[src/rtl/exu_div_if.sv]
// Request/response bundle between the execute stage and the iterative divider.
interface exu_div_if #(
  parameter int unsigned XLEN = 32
);
  // Request side, sourced from the ID/EX register and execute control
  logic            start;
  logic [1:0]      op;
  logic [XLEN-1:0] dividend;
  logic [XLEN-1:0] divisor;
  logic [4:0]      rd_waddr;
  logic            flush;

  // Response side, sourced by the divider
  logic            hold_req;
  logic            busy;
  logic            valid;
  logic [XLEN-1:0] result;
  logic [4:0]      rd_waddr_o;

  modport master (
    output start, op, dividend, divisor, rd_waddr, flush,
    input  hold_req, busy, valid, result, rd_waddr_o
  );

  modport slave (
    input  start, op, dividend, divisor, rd_waddr, flush,
    output hold_req, busy, valid, result, rd_waddr_o
  );
endinterface

[src/rtl/exu_div.sv]
// Iterative restoring divider for RV32M DIV/DIVU/REM/REMU.
// Special cases (divide by zero, signed overflow) bypass the iteration.
module exu_div #(
  parameter int unsigned XLEN  = 32,
  parameter int unsigned CNT_W = 6
) (
  input  logic     clk,
  input  logic     rst,
  exu_div_if.slave bus
);

  localparam logic [1:0] S_IDLE = 2'd0;
  localparam logic [1:0] S_CALC = 2'd1;
  localparam logic [1:0] S_DONE = 2'd2;

  localparam logic [CNT_W-1:0] LAST_STEP = CNT_W'(XLEN - 1);
  localparam logic [XLEN-1:0]  ALL_ONES  = {XLEN{1'b1}};
  localparam logic [XLEN-1:0]  INT_MIN   = {1'b1, {(XLEN-1){1'b0}}};

  logic [1:0]       state_q, state_d;
  logic [CNT_W-1:0] cnt_q, cnt_d;
  logic [XLEN-1:0]  rem_q, rem_d;
  logic [XLEN-1:0]  quot_q, quot_d;
  logic [XLEN-1:0]  dvs_q, dvs_d;
  logic             neg_quot_q, neg_quot_d;
  logic             neg_rem_q, neg_rem_d;
  logic             is_rem_q, is_rem_d;
  logic [4:0]       rd_q, rd_d;
  logic [XLEN-1:0]  result_q, result_d;

  logic             sgn, a_neg, b_neg, div_zero, ovf;
  logic [XLEN-1:0]  a_mag, b_mag;
  logic [XLEN:0]    rem_sh, diff;
  logic [XLEN-1:0]  quot_sh, rem_nx, quot_nx;
  logic             hold_req_c;

  // Operand magnitudes, sign flags and special-case detection on the request
  always_comb begin
    sgn      = ~bus.op[0];
    a_neg    = sgn & bus.dividend[XLEN-1];
    b_neg    = sgn & bus.divisor[XLEN-1];
    a_mag    = a_neg ? (XLEN'(0) - bus.dividend) : bus.dividend;
    b_mag    = b_neg ? (XLEN'(0) - bus.divisor)  : bus.divisor;
    div_zero = (bus.divisor == '0);
    ovf      = sgn & (bus.dividend == INT_MIN) & (bus.divisor == ALL_ONES);
  end

  // One restoring step: shift {rem,quot} left, trial-subtract the divisor.
  // The partial remainder is kept one bit wider so a large divisor cannot lose the MSB.
  always_comb begin
    rem_sh  = {rem_q, quot_q[XLEN-1]};
    quot_sh = {quot_q[XLEN-2:0], 1'b0};
    diff    = rem_sh - {1'b0, dvs_q};
    if (!diff[XLEN]) begin
      rem_nx  = diff[XLEN-1:0];
      quot_nx = quot_sh | XLEN'(1);
    end else begin
      rem_nx  = rem_sh[XLEN-1:0];
      quot_nx = quot_sh;
    end
  end

  // Next-state, datapath update and stall request
  always_comb begin
    state_d    = state_q;
    cnt_d      = cnt_q;
    rem_d      = rem_q;
    quot_d     = quot_q;
    dvs_d      = dvs_q;
    neg_quot_d = neg_quot_q;
    neg_rem_d  = neg_rem_q;
    is_rem_d   = is_rem_q;
    rd_d       = rd_q;
    result_d   = result_q;
    hold_req_c = 1'b0;

    case (state_q)
      S_IDLE: begin
        if (bus.start && !bus.flush) begin
          hold_req_c = 1'b1;
          is_rem_d   = bus.op[1];
          neg_quot_d = a_neg ^ b_neg;
          neg_rem_d  = a_neg;
          rd_d       = bus.rd_waddr;
          cnt_d      = '0;
          if (div_zero) begin
            result_d = bus.op[1] ? bus.dividend : ALL_ONES;
            state_d  = S_DONE;
          end else if (ovf) begin
            result_d = bus.op[1] ? '0 : INT_MIN;
            state_d  = S_DONE;
          end else begin
            rem_d   = '0;
            quot_d  = a_mag;
            dvs_d   = b_mag;
            state_d = S_CALC;
          end
        end
      end
      S_CALC: begin
        hold_req_c = 1'b1;
        if (bus.flush) begin
          state_d = S_IDLE;
        end else begin
          rem_d  = rem_nx;
          quot_d = quot_nx;
          cnt_d  = cnt_q + CNT_W'(1);
          if (cnt_q == LAST_STEP) begin
            state_d = S_DONE;
            if (is_rem_q) begin
              result_d = neg_rem_q ? (XLEN'(0) - rem_nx) : rem_nx;
            end else begin
              result_d = neg_quot_q ? (XLEN'(0) - quot_nx) : quot_nx;
            end
          end
        end
      end
      S_DONE: begin
        state_d = S_IDLE;
      end
      default: begin
        state_d = S_IDLE;
      end
    endcase
  end

  // State and datapath registers
  always_ff @(posedge clk or negedge rst) begin
    if (!rst) begin
      state_q    <= S_IDLE;
      cnt_q      <= '0;
      rem_q      <= '0;
      quot_q     <= '0;
      dvs_q      <= '0;
      neg_quot_q <= 1'b0;
      neg_rem_q  <= 1'b0;
      is_rem_q   <= 1'b0;
      rd_q       <= '0;
      result_q   <= '0;
    end else begin
      state_q    <= state_d;
      cnt_q      <= cnt_d;
      rem_q      <= rem_d;
      quot_q     <= quot_d;
      dvs_q      <= dvs_d;
      neg_quot_q <= neg_quot_d;
      neg_rem_q  <= neg_rem_d;
      is_rem_q   <= is_rem_d;
      rd_q       <= rd_d;
      result_q   <= result_d;
    end
  end

  // Status decoded straight from the state register
  assign bus.hold_req   = hold_req_c;
  assign bus.busy       = (state_q != S_IDLE);
  assign bus.valid      = (state_q == S_DONE);
  assign bus.result     = result_q;
  assign bus.rd_waddr_o = rd_q;

endmodule

[src/flat_wrapper.sv]
// flat-port wrapper written by rule: the top's interface ports become plain ports
module exu_div_flat 
#(
  parameter int unsigned XLEN  = 32,
  parameter int unsigned CNT_W = 6
)
  (clk, rst, bus_start, bus_op, bus_dividend, bus_divisor, bus_rd_waddr, bus_flush, bus_hold_req, bus_busy, bus_valid, bus_result, bus_rd_waddr_o);
  exu_div_if #(.XLEN(XLEN)) bus_i ();
  input  logic clk;
  input  logic rst;
  input wire logic [$bits(bus_i.start)-1:0] bus_start;
  input wire logic [$bits(bus_i.op)-1:0] bus_op;
  input wire logic [$bits(bus_i.dividend)-1:0] bus_dividend;
  input wire logic [$bits(bus_i.divisor)-1:0] bus_divisor;
  input wire logic [$bits(bus_i.rd_waddr)-1:0] bus_rd_waddr;
  input wire logic [$bits(bus_i.flush)-1:0] bus_flush;
  output wire logic [$bits(bus_i.hold_req)-1:0] bus_hold_req;
  output wire logic [$bits(bus_i.busy)-1:0] bus_busy;
  output wire logic [$bits(bus_i.valid)-1:0] bus_valid;
  output wire logic [$bits(bus_i.result)-1:0] bus_result;
  output wire logic [$bits(bus_i.rd_waddr_o)-1:0] bus_rd_waddr_o;
  assign bus_i.start = bus_start;
  assign bus_i.op = bus_op;
  assign bus_i.dividend = bus_dividend;
  assign bus_i.divisor = bus_divisor;
  assign bus_i.rd_waddr = bus_rd_waddr;
  assign bus_i.flush = bus_flush;
  assign bus_hold_req = bus_i.hold_req;
  assign bus_busy = bus_i.busy;
  assign bus_valid = bus_i.valid;
  assign bus_result = bus_i.result;
  assign bus_rd_waddr_o = bus_i.rd_waddr_o;
  exu_div #(.XLEN(XLEN), .CNT_W(CNT_W)) u_core (.clk(clk), .rst(rst), .bus(bus_i));
endmodule
[config.mk]
export PLATFORM = sky130hd
export DESIGN_NAME = exu_div_flat
export DESIGN_NICKNAME = d
export VERILOG_FILES = /design/src/rtl/exu_div_if.sv /design/src/rtl/exu_div.sv /design/src/flat_wrapper.sv
export SDC_FILE = /design/constraint.sdc
export NUM_CORES = 1
export LEC_CHECK = 0
export CORE_AREA = 10 10 160 162
export CTS_BUF_LIST = sky130_fd_sc_hd__clkbuf_4 sky130_fd_sc_hd__clkbuf_8 sky130_fd_sc_hd__clkbuf_16
export DETAILED_ROUTE_END_ITERATION = 12
export DIE_AREA = 0 0 170 172
export PLACE_DENSITY = 0.75
export SLEW_MARGIN = 0
export SYNTH_ARGS = -nofsm -noshare
export SYNTH_HDL_FRONTEND = slang
export SYNTH_SLANG_ARGS = --single-unit
[constraint.sdc]
create_clock -name clk -period 12.85 [get_ports clk]
set_clock_uncertainty 0.15 [all_clocks]
set_input_delay 1.285 -clock clk [delete_from_list [all_inputs] [get_ports clk]]
set_output_delay 1.285 -clock clk [all_outputs]
set_load 0.1 [all_outputs]
# Word-level counts from Yosys, hierarchy flattened
# Cells that the tools add are included.
dict set report classes {
  n_reduce_logical 12
  bitwise 8
  muxes 36
  n_eq_ne 12
  addsub 6
}
# operator count
set ops {}
lappend ops {{32-bit 2-to-1 mux} 21}
lappend ops {{32-bit case mux with 2 select lines} 3}
lappend ops {{1-bit by 32-bit subtractor with 32-bit output, first input constant} 4}
lappend ops {{32-bit == test, second input constant} 2}
lappend ops {{33-bit by 32-bit subtractor with 33-bit output} 1}
lappend ops {{32-bit zero test} 1}
lappend ops {{6-bit 2-to-1 mux} 2}
lappend ops {{6-bit case mux with 2 select lines} 1}
lappend ops {{2-bit 2-to-1 mux} 5}
lappend ops {{5-bit AND reduction} 2}
lappend ops {{6-bit by 1-bit adder with 6-bit output, second input constant} 1}
lappend ops {{6-bit by 5-bit == test with 1-bit output, second input constant} 1}
lappend ops {{2-bit != test, second input constant} 3}
lappend ops {{1-bit AND} 4}
lappend ops {{2-bit by 1-bit != test with 1-bit output, second input constant} 2}
lappend ops {{2-bit case mux with 2 select lines} 1}
lappend ops {{2-bit AND reduction} 2}
lappend ops {{4-bit AND reduction} 1}
lappend ops {{2-bit nonzero test} 2}
lappend ops {{3-bit by 1-bit != test with 1-bit output, second input constant} 1}
lappend ops {{3-bit by 2-bit != test with 1-bit output, second input constant} 1}
lappend ops {{1-bit NOT} 3}
lappend ops {{3-bit AND reduction} 1}
lappend ops {{2-bit by 1-bit == test with 1-bit output, second input constant} 1}
lappend ops {{7 further kinds} 8}
dict set report word_totals {
  out_inout_bits 40
  in_bits 75
  ff_bits 144
  elab_cells 84
}

# Longest topological paths before layout
# Gate-level depths: netlist of the first run.
dict set report logic_depth {
  depth_word 8
  depth_mapped 23
  ltp_nobuf 21
}

# Least setup slack after synthesis of the first run
# OpenSTA, ideal clock, no wires.
dict set report synth_path {
  kind {register to register}
  startpoint {register u_core.quot_q[31]}
  endpoint {register u_core.result_q[28] (netlist: u_core.bus.result[28])}
  n_path_buf 3
  setup_time_ns 0.127
  slack_ns 8.048
  required_time_ns 12.573
  arrival_ns 4.525
  synth_period_minus_slack_ns 4.802
  path_stages_with_launch 24
  path_cell_list {dfrtp_1 > inv_1 > ha_1 > fa_1 > nand2b_1 > a21o_1 > a211oi_2 > o2111a_1 > o21a_1 > nor2_4 > inv_4 > buf_4 > buf_2 > buf_4 > ha_1 > nand3b_1 > nand2b_1 > or2_1 > or3_1 > o31ai_1 > xor2_1 > o22ai_1 > nor3_1 > a21oi_1}
}
dict set report synth_between {
  elab_chain_cells 8
  word_cells_on_any_way 11
  classes_between {add/sub: 3; mux: 8}
}
# element line_no
set synth_lines {}
lappend synth_lines {{from (decl)} exu_div.sv:23} ;# logic [XLEN-1:0] quot_q, quot_d;
lappend synth_lines {{from (signal assigned)} exu_div.sv:144} ;# quot_q <= quot_d;
lappend synth_lines {{33-bit by 32-bit subtractor with 33-bit output} exu_div.sv:53} ;# diff = rem_sh - {1'b0, dvs_q};
lappend synth_lines {{1-bit 2-to-1 mux / 32-bit 2-to-1 mux (equally long branches)} exu_div.sv:54} ;# if (!diff[XLEN]) begin
lappend synth_lines {{1-bit by 32-bit subtractor with 32-bit output, on equally long branches} {exu_div.sv:113, exu_div.sv:111}}
lappend synth_lines {{32-bit 2-to-1 mux, on equally long branches} {exu_div.sv:113, exu_div.sv:111}}
lappend synth_lines {{32-bit 2-to-1 mux (*)} exu_div.sv:110} ;# if (is_rem_q) begin
lappend synth_lines {{32-bit 2-to-1 mux (*)} exu_div.sv:108} ;# if (cnt_q == LAST_STEP) begin
lappend synth_lines {{32-bit 2-to-1 mux (*)} exu_div.sv:102} ;# if (bus.flush) begin
lappend synth_lines {{32-bit case mux with 2 select lines (*)} exu_div.sv:77} ;# case (state_q)
lappend synth_lines {{to (signal assigned)} exu_div.sv:150} ;# result_q <= result_d;
lappend synth_lines {{to (decl)} exu_div.sv:29} ;# logic [XLEN-1:0] result_q, result_d;
# Mark *: on every way between the ends. The rest lies on a longest branch, timed or not. The select of a mux whose other input is x is not followed.
# A chain may end at the register's enable or synchronous reset.

# Worst setup path in the final report of the first run
dict set report layout_path {
  startpoint {register u_core.rem_q[14]}
  endpoint {register u_core.result_q[28] (netlist: u_core.bus.result[28])}
}
dict set report layout_between {
  elab_chain_cells 8
  word_cells_on_any_way 11
  classes_between {add/sub: 3; mux: 8}
}
# element line_no
set layout_lines {}
lappend layout_lines {{from (decl)} exu_div.sv:22} ;# logic [XLEN-1:0] rem_q, rem_d;
lappend layout_lines {{from (signal assigned)} exu_div.sv:143} ;# rem_q <= rem_d;
lappend layout_lines {{33-bit by 32-bit subtractor with 33-bit output} exu_div.sv:53}
lappend layout_lines {{1-bit 2-to-1 mux / 32-bit 2-to-1 mux (equally long branches)} exu_div.sv:54}
lappend layout_lines {{1-bit by 32-bit subtractor with 32-bit output, on equally long branches} {exu_div.sv:113, exu_div.sv:111}}
lappend layout_lines {{32-bit 2-to-1 mux, on equally long branches} {exu_div.sv:113, exu_div.sv:111}}
lappend layout_lines {{32-bit 2-to-1 mux (*)} exu_div.sv:110}
lappend layout_lines {{32-bit 2-to-1 mux (*)} exu_div.sv:108}
lappend layout_lines {{32-bit 2-to-1 mux (*)} exu_div.sv:102}
lappend layout_lines {{32-bit case mux with 2 select lines (*)} exu_div.sv:77}
# Marks and branches as above.

==> results.sh, run 1 <==
export IMPL_status="complete, no violations"
export IMPL_path_cells="ha_1 -> nand2_1 -> or3_1 -> a211oi_2 -> o2111a_1 -> o21a_1 -> nor2_4 -> inv_4 -> ha_1 -> nand3b_1 -> nand2b_1 -> or2_1 -> or3_1 -> o31ai_1 -> xor2_1 -> o22ai_1 -> nor3_1 -> a21oi_1"
export IMPL_critPathSlowestCell="o21a_1"
export IMPL_power_density_nw_per_um2=119
export IMPL_cts_buffers=17
export IMPL_rsz0062_at_grt="false"
export IMPL_synth_edff_count=0
export IMPL_cp_slowest_stage_delay_ps=560
export IMPL_top_layer="met4"
export IMPL_setup_tns_ps=0
export IMPL_wl_um=40800
export IMPL_async_flop_share=1.00
export IMPL_synth_ff_type="dfrtp_1"
export IMPL_wl_per_cell_um=21.4
export IMPL_cts_tree="built"
export IMPL_finalCritPeriodShare=0.460
export IMPL_filler_cell_count=2058
export IMPL_fmax_mhz=169
export IMPL_yosysTopAreaCellShare=0.304
export IMPL_ir_drop_mv=0.0747
export IMPL_grt_total_usage=0.278
export IMPL_synth_area_sq_um=11900
export IMPL_syn_area_per_cell_sq_um=7.65
export IMPL_hold_path_depth=2
export IMPL_worst_setup_path_type="register to register"
export IMPL_drive_gt1_frac=0.0536
export IMPL_fin_cells=1909
export IMPL_dp_cells=1877
export IMPL_io_buffers=114
export IMPL_grt_start_max_net_pins=97
export IMPL_critical_path_top_delay_family="simple AND/OR/NAND/NOR gates"
export IMPL_ys_seq_area_frac=0.304
export IMPL_clock_latency_ps=450
export IMPL_dp_hpwl_um=30900
export IMPL_place_gp_congestion=1.01
export IMPL_setup_viol=0
export IMPL_path_clk_slew_ps=70
export IMPL_overflow=0
export IMPL_yosys_warnings=0
export IMPL_postCtsHoldBufs=0
export IMPL_ys_types=89
export IMPL_diodes=0
export IMPL_wl_met2_um=18600
export IMPL_maxCapViolations=0
export IMPL_clock_sinks=144
export IMPL_dr_total_vias=12000
export IMPL_wl_met3_um=3380
export IMPL_firstDrtPassIters=6
export IMPL_grt_pass1_wl_um=64300
export IMPL_fp_dieW_um=170
export IMPL_initial_core_util=0.530
export IMPL_vias_per_cell=6.28
export IMPL_root_buffer="clkbuf_16"
export IMPL_worst_path_stages=18
export IMPL_p_leak_nw=5.54
export IMPL_postSynthCellCount=1550
export IMPL_dieArea_sq_um=29200
export IMPL_drc=0
export IMPL_period_minus_slack_ps=5910
export IMPL_crit_fanout=44
export IMPL_io_pin_count=115
export IMPL_antenna_found_initial=0
export IMPL_hp_class="register to register"
export IMPL_drtIter0Drc=1288
export IMPL_cts_resized=0
export IMPL_nNetsFinal=1725
export IMPL_drv_slew=0
export IMPL_synth_ff_latch_count=144
export IMPL_worst_ep_arrival_time_ps=6080
export IMPL_worst_pin_slew_ps=1130
export IMPL_met1Wirelength_um=17900
export IMPL_startpoint_type="register"
export IMPL_syn_num_nets=1664
export IMPL_num_rows=55
export IMPL_postRouteAntennaNets=0
export IMPL_core_area_sq_um=22400
export IMPL_worstPathRequired_ps=13020
export IMPL_path_buf_inv=1
export IMPL_power_mw=1.63
export IMPL_cts_htree_levels=4
export IMPL_reg2reg_depth=18
export IMPL_clockBufferDepth=2
export IMPL_syn_to_final_growth_pct=15.4
export IMPL_cts_setup_buffers=0
export IMPL_endpoint_kind="register"
export IMPL_max_slew_margin_rel=0.245
export IMPL_synth_top_cell_by_area="dfrtp_1"
export IMPL_grt_pass1_vias=11400
export IMPL_synth_area_leaders="dfrtp_1 (30%), o21ai_0 (7.8%), a21oi_1 (6.1%), nand2_1 (5.9%), xor2_1 (5.5%)"
export IMPL_die_y_um=172
export IMPL_hold_viol_final=0
==> tightest hold or removal path, stage by stage (launching register included) <==
cell and delay [ps]:
dfrtp_1 360, nand2_1 60, o21ai_2 50
==> cells in the final DEF, fill, tap and decap left out, types with 6 or more instances in the layout <==
cell type        instances
or3_1                   18
or4_1                   15
clkbuf_16               17
a21o_1                  12
inv_1                   56
nand3_1                 24
o21ai_1                 16
and3_1                   6
ha_1                    38
nand2b_1                15
o21a_1                   8
a211oi_1                16
nor3_1                  39
or2_2                    7
dfrtp_1                144
a31oi_1                 22
o41ai_1                 14
mux2i_1                 21
o211ai_1                 9
o31ai_1                 23
mux2_2                   8
xor2_1                  75
nand4_1                 20
a21oi_1                145
xnor2_1                 55
clkdlybuf4s50_1        113
o21ai_0                184
nor2b_1                 18
buf_4                   15
nor4_1                  12
nor2_1                 152
o31a_1                   6
nand2_1                185
==> cells in the mapped netlist (all sizes together) (4+ instances only) <==
cell type  count
a211oi        17
a21boi         5
a21o          12
a21oi        146
a221oi         4
a31oi         22
a41oi          4
and2          10
and3           6
and4           4
buf           25
clkbuf        62
dfrtp        144
ha            38
inv           57
mux2           9
mux2i         21
nand2        185
nand2b        15
nand3         24
nand4         20
nor2         153
nor2b         19
nor3          40
nor4          12
o211ai        10
o21a           8
o21ai        201
o221ai         5
o22ai          6
o31a           6
o31ai         24
o41ai         15
or2            9
or3           20
or4           15
xnor2         55
xor2          75
==> logic make-up after synthesis <==
logic type               after synthesis  synth area share
adder cells (fa/ha/maj)               39            0.0418
AO/OA/AOI/OAI                        518             0.266
flip-flops                           144             0.304
AND/OR/NAND/NOR                      544             0.216
multiplexers                          30            0.0263
buffers and inverters                145            0.0503
XOR/XNOR                             130            0.0960
==> path summary, 6_finish.rpt <==
path / from / to / slack, ps
setup / recovery: u_core.rem_q[14]$_DFFE_PN0P_ / u_core.bus.result[28]$_DFFE_PN0P_ / 6940
hold / removal: u_core.bus.result[27]$_DFFE_PN0P_ / u_core.bus.result[27]$_DFFE_PN0P_ / 350
setup reg to reg: u_core.rem_q[14]$_DFFE_PN0P_ / u_core.bus.result[28]$_DFFE_PN0P_ / 6940
hold reg to reg: u_core.bus.result[27]$_DFFE_PN0P_ / u_core.bus.result[27]$_DFFE_PN0P_ / 350
max in group asynchronous: rst / u_core.rem_q[20]$_DFFE_PN0P_ / 10440
min in group asynchronous: rst / u_core.dvs_q[4]$_DFFE_PN0P_ / 720
==> power breakdown <==
part	internal [mW]	total, mW	switching, mW
logic	0.200	0.558	0.358
registers	0.508	0.576	0.0679
clock network	0.258	0.498	0.240
total	0.966	1.63	0.665
==> per-layer routing <==
| metal | vias to the layer above | global-route usage |
|---|---|---|
| met5 | - | 0 |
| met4 | 0 | 0.0805 |
| met3 | 65 | 0.0700 |
| met2 | 487 | 0.431 |
| met1 | 5739 | 0.375 |
| li1 | 5703 | - |
==> per-stage QoR <==
stage                     cell area, sq um  setup slack (ps)  utilization  hold slack, ps
after floorplan                      11900              8050            -             319
after global placement               13100              7210        0.586             317
after detailed placement             13100              7120        0.586             335
after CTS                            13700              7070        0.612             350
after global routing                 13700              6670        0.612             382
final                                13700              6940        0.612             348
==> sequential cells by signal (all words and copies together), names as in the netlist, 2 cells and up <==
register	cells
u_core.bus.rd_waddr_o	5
u_core.bus.result	32
u_core.cnt_q	6
u_core.dvs_q	32
u_core.quot_q	32
u_core.rem_q	32
u_core.state_q	2
==> final cells by class <==
type	count	area [sq um]	share of cell area
clock buffer	17	425	0.0311
clock inverter	15	149	0.0109
inverter	58	220	0.0161
multi-input combinational	1261	7680	0.561
sequential	144	3600	0.263
tap	285	357	0.0261
timing repair buffer	129	1250	0.0917
(Power assumes the default switching activity.)
==> run 2: changes to the inputs <==
==> constraint.sdc (replaced) <==
create_clock -name clk -period 6.05 [get_ports clk]
set_clock_uncertainty 0.15 [all_clocks]
set_input_delay 0.605 -clock clk [delete_from_list [all_inputs] [get_ports clk]]
set_output_delay 0.605 -clock clk [all_outputs]
set_load 0.1 [all_outputs]
==> run 2 against run 1 <==
Compared with the run above:
- sequential power grew 110%
- register-to-register slack lost 6100 ps
- routed wire length grew 2.5%
- hold slack lost 190 ps
- setup slack lost 6100 ps
- combinational power grew 120%
- flip-flop and latch count is the same
- critical endpoint unchanged
- largest cell class unchanged
- largest power group unchanged
==> results.sh, run 2 (synthesis gave the netlist of run 1 again) <==
export IMPL_status="complete, no violations"
export IMPL_mostFrequentLayoutCells="nand2_1 (185), o21ai_0 (184), nor2_1 (152)"
export IMPL_postRouteAntennaNets=0
export IMPL_overflow=0
export IMPL_max_slew_margin_rel=0.111
export IMPL_filler_cell_count=2025
export IMPL_drtIter0Drc=1441
export IMPL_worst_pin_slew_ps=1330
export IMPL_path_buf_inv=2
export IMPL_layout_setup_ws_ps=837
export IMPL_clock_latency_ps=430
export IMPL_drive_gt1_frac=0.0576
export IMPL_vias_per_cell=6.35
export IMPL_cp_slowest_stage_delay_ps=420
export IMPL_diodes=0
export IMPL_initial_core_util=0.530
export IMPL_wl_met3_um=3710
export IMPL_grt_start_max_net_pins=100
export IMPL_syn_to_final_growth_pct=15.9
export IMPL_met1Wirelength_um=18400
export IMPL_cts_buffers=17
export IMPL_io_buffers=114
export IMPL_worstPathRequired_ps=6210
export IMPL_io_pin_count=115
export IMPL_hp_class="input port to async pin"
export IMPL_p_leak_nw=5.56
export IMPL_dp_slack_ps=996
export IMPL_dieArea_sq_um=29200
export IMPL_crit_fanout=16
export IMPL_holdWs_ps=155
export IMPL_final_common_cell="nand2_1"
export IMPL_core_area_sq_um=22400
export IMPL_postCtsHoldBufs=0
export IMPL_wl_um=41900
export IMPL_grt_pass1_vias=11500
export IMPL_ir_drop_mv=0.174
export IMPL_num_rows=55
export IMPL_maxCapViolations=0
export IMPL_power_density_nw_per_um2=252
export IMPL_nNetsFinal=1732
export IMPL_antenna_found_initial=0
export IMPL_cts_resized=0
export IMPL_critical_path_top_delay_family="simple AND/OR/NAND/NOR gates"
export IMPL_die_y_um=172
export IMPL_cts_htree_levels=4
export IMPL_cts_tree="built"
export IMPL_wl_per_cell_um=21.9
export IMPL_drv_slew=0
export IMPL_startpoint_type="register"
export IMPL_wl_met2_um=18500
export IMPL_grt_pass1_wl_um=65000
export IMPL_cts_setup_buffers=0
export IMPL_hold_viol_final=0
export IMPL_endpoint_kind="register"
export IMPL_seq_area_sq_um=3600
export IMPL_setup_viol=0
export IMPL_critPathSlowestCell="or3_1"
export IMPL_firstDrtPassIters=5
export IMPL_period_minus_slack_ps=5210
export IMPL_setup_tns_ps=0
export IMPL_clock_sinks=144
export IMPL_multi_input_area_sq_um=7680
export IMPL_place_gp_congestion=0.950
export IMPL_dr_total_vias=12200
export IMPL_worst_ep_arrival_time_ps=5370
export IMPL_finalCritPeriodShare=0.862
export IMPL_path_cells="inv_1 -> ha_1 -> fa_1 -> nand2b_1 -> a21o_1 -> a211oi_2 -> o2111a_1 -> o21a_1 -> nor2_4 -> inv_4 -> ha_1 -> nand3b_1 -> nand2b_1 -> or2_1 -> or3_1 -> o31ai_1 -> xor2_1 -> o22ai_1 -> nor3_1 -> a21oi_1"
export IMPL_drc=0
export IMPL_dp_hpwl_um=31800
export IMPL_rsz0062_at_grt="false"
export IMPL_top_layer="met4"
export IMPL_path_clk_slew_ps=70
export IMPL_worst_setup_path_type="register to register"
export IMPL_fp_dieW_um=170
export IMPL_grt_total_usage=0.282
export IMPL_root_buffer="clkbuf_16"
export IMPL_fmax_mhz=192
export IMPL_clockBufferDepth=2
==> run 2: report_power, final <==
part,internal (mW),switching [mW],leakage (nW),total [mW]
clock,0.562,0.484,0.276,1.05
sequential,1.08,0.133,1.84,1.21
combinational,0.427,0.783,3.44,1.21
==> run 2: final timing paths <==
path | from | end | slack [ps] | depth (start not counted)
worst max-delay path | u_core.quot_q[31]$_DFFE_PN0P_ | u_core.bus.result[28]$_DFFE_PN0P_ | 840 | 20
worst min-delay path | rst | u_core.dvs_q[2]$_DFFE_PN0P_ | 160 | 1
worst max register to register | u_core.quot_q[31]$_DFFE_PN0P_ | u_core.bus.result[28]$_DFFE_PN0P_ | 840 | 20
worst min register to register | u_core.bus.result[27]$_DFFE_PN0P_ | u_core.bus.result[27]$_DFFE_PN0P_ | 330 | 2
max in group asynchronous | rst | u_core.bus.result[28]$_DFFE_PN0P_ | 4370 | 2
min in group clk | u_core.bus.result[27]$_DFFE_PN0P_ | u_core.bus.result[27]$_DFFE_PN0P_ | 330 | 2
==> run 2: area by class of cell <==
class,count,area share
Sequential cell,144,0.262
Clock buffer,19,0.0330
Multi-Input combinational cell,1261,0.559
Timing Repair Buffer,136,0.0952
Clock inverter,13,0.00847
Tap cell,285,0.0260
Inverter,58,0.0160
==> run 2: stage by stage <==
step,area (sq um),total power [mW],cells,utilization
after floorplan,11900,2.03,1550,-
after global placement,13200,2.39,1884,0.589
after global routing,13700,3.64,1916,0.614
final,13700,3.47,1916,0.614
after detailed placement,13200,2.40,1884,0.589
after CTS,13700,3.45,1916,0.614
==> run 2: metal layers <==
layer	vias to the layer above	GRT usage
met5	-	0
met4	0	0.0934
met3	70	0.0499
met2	605	0.426
met1	5790	0.398
li1	5701	-
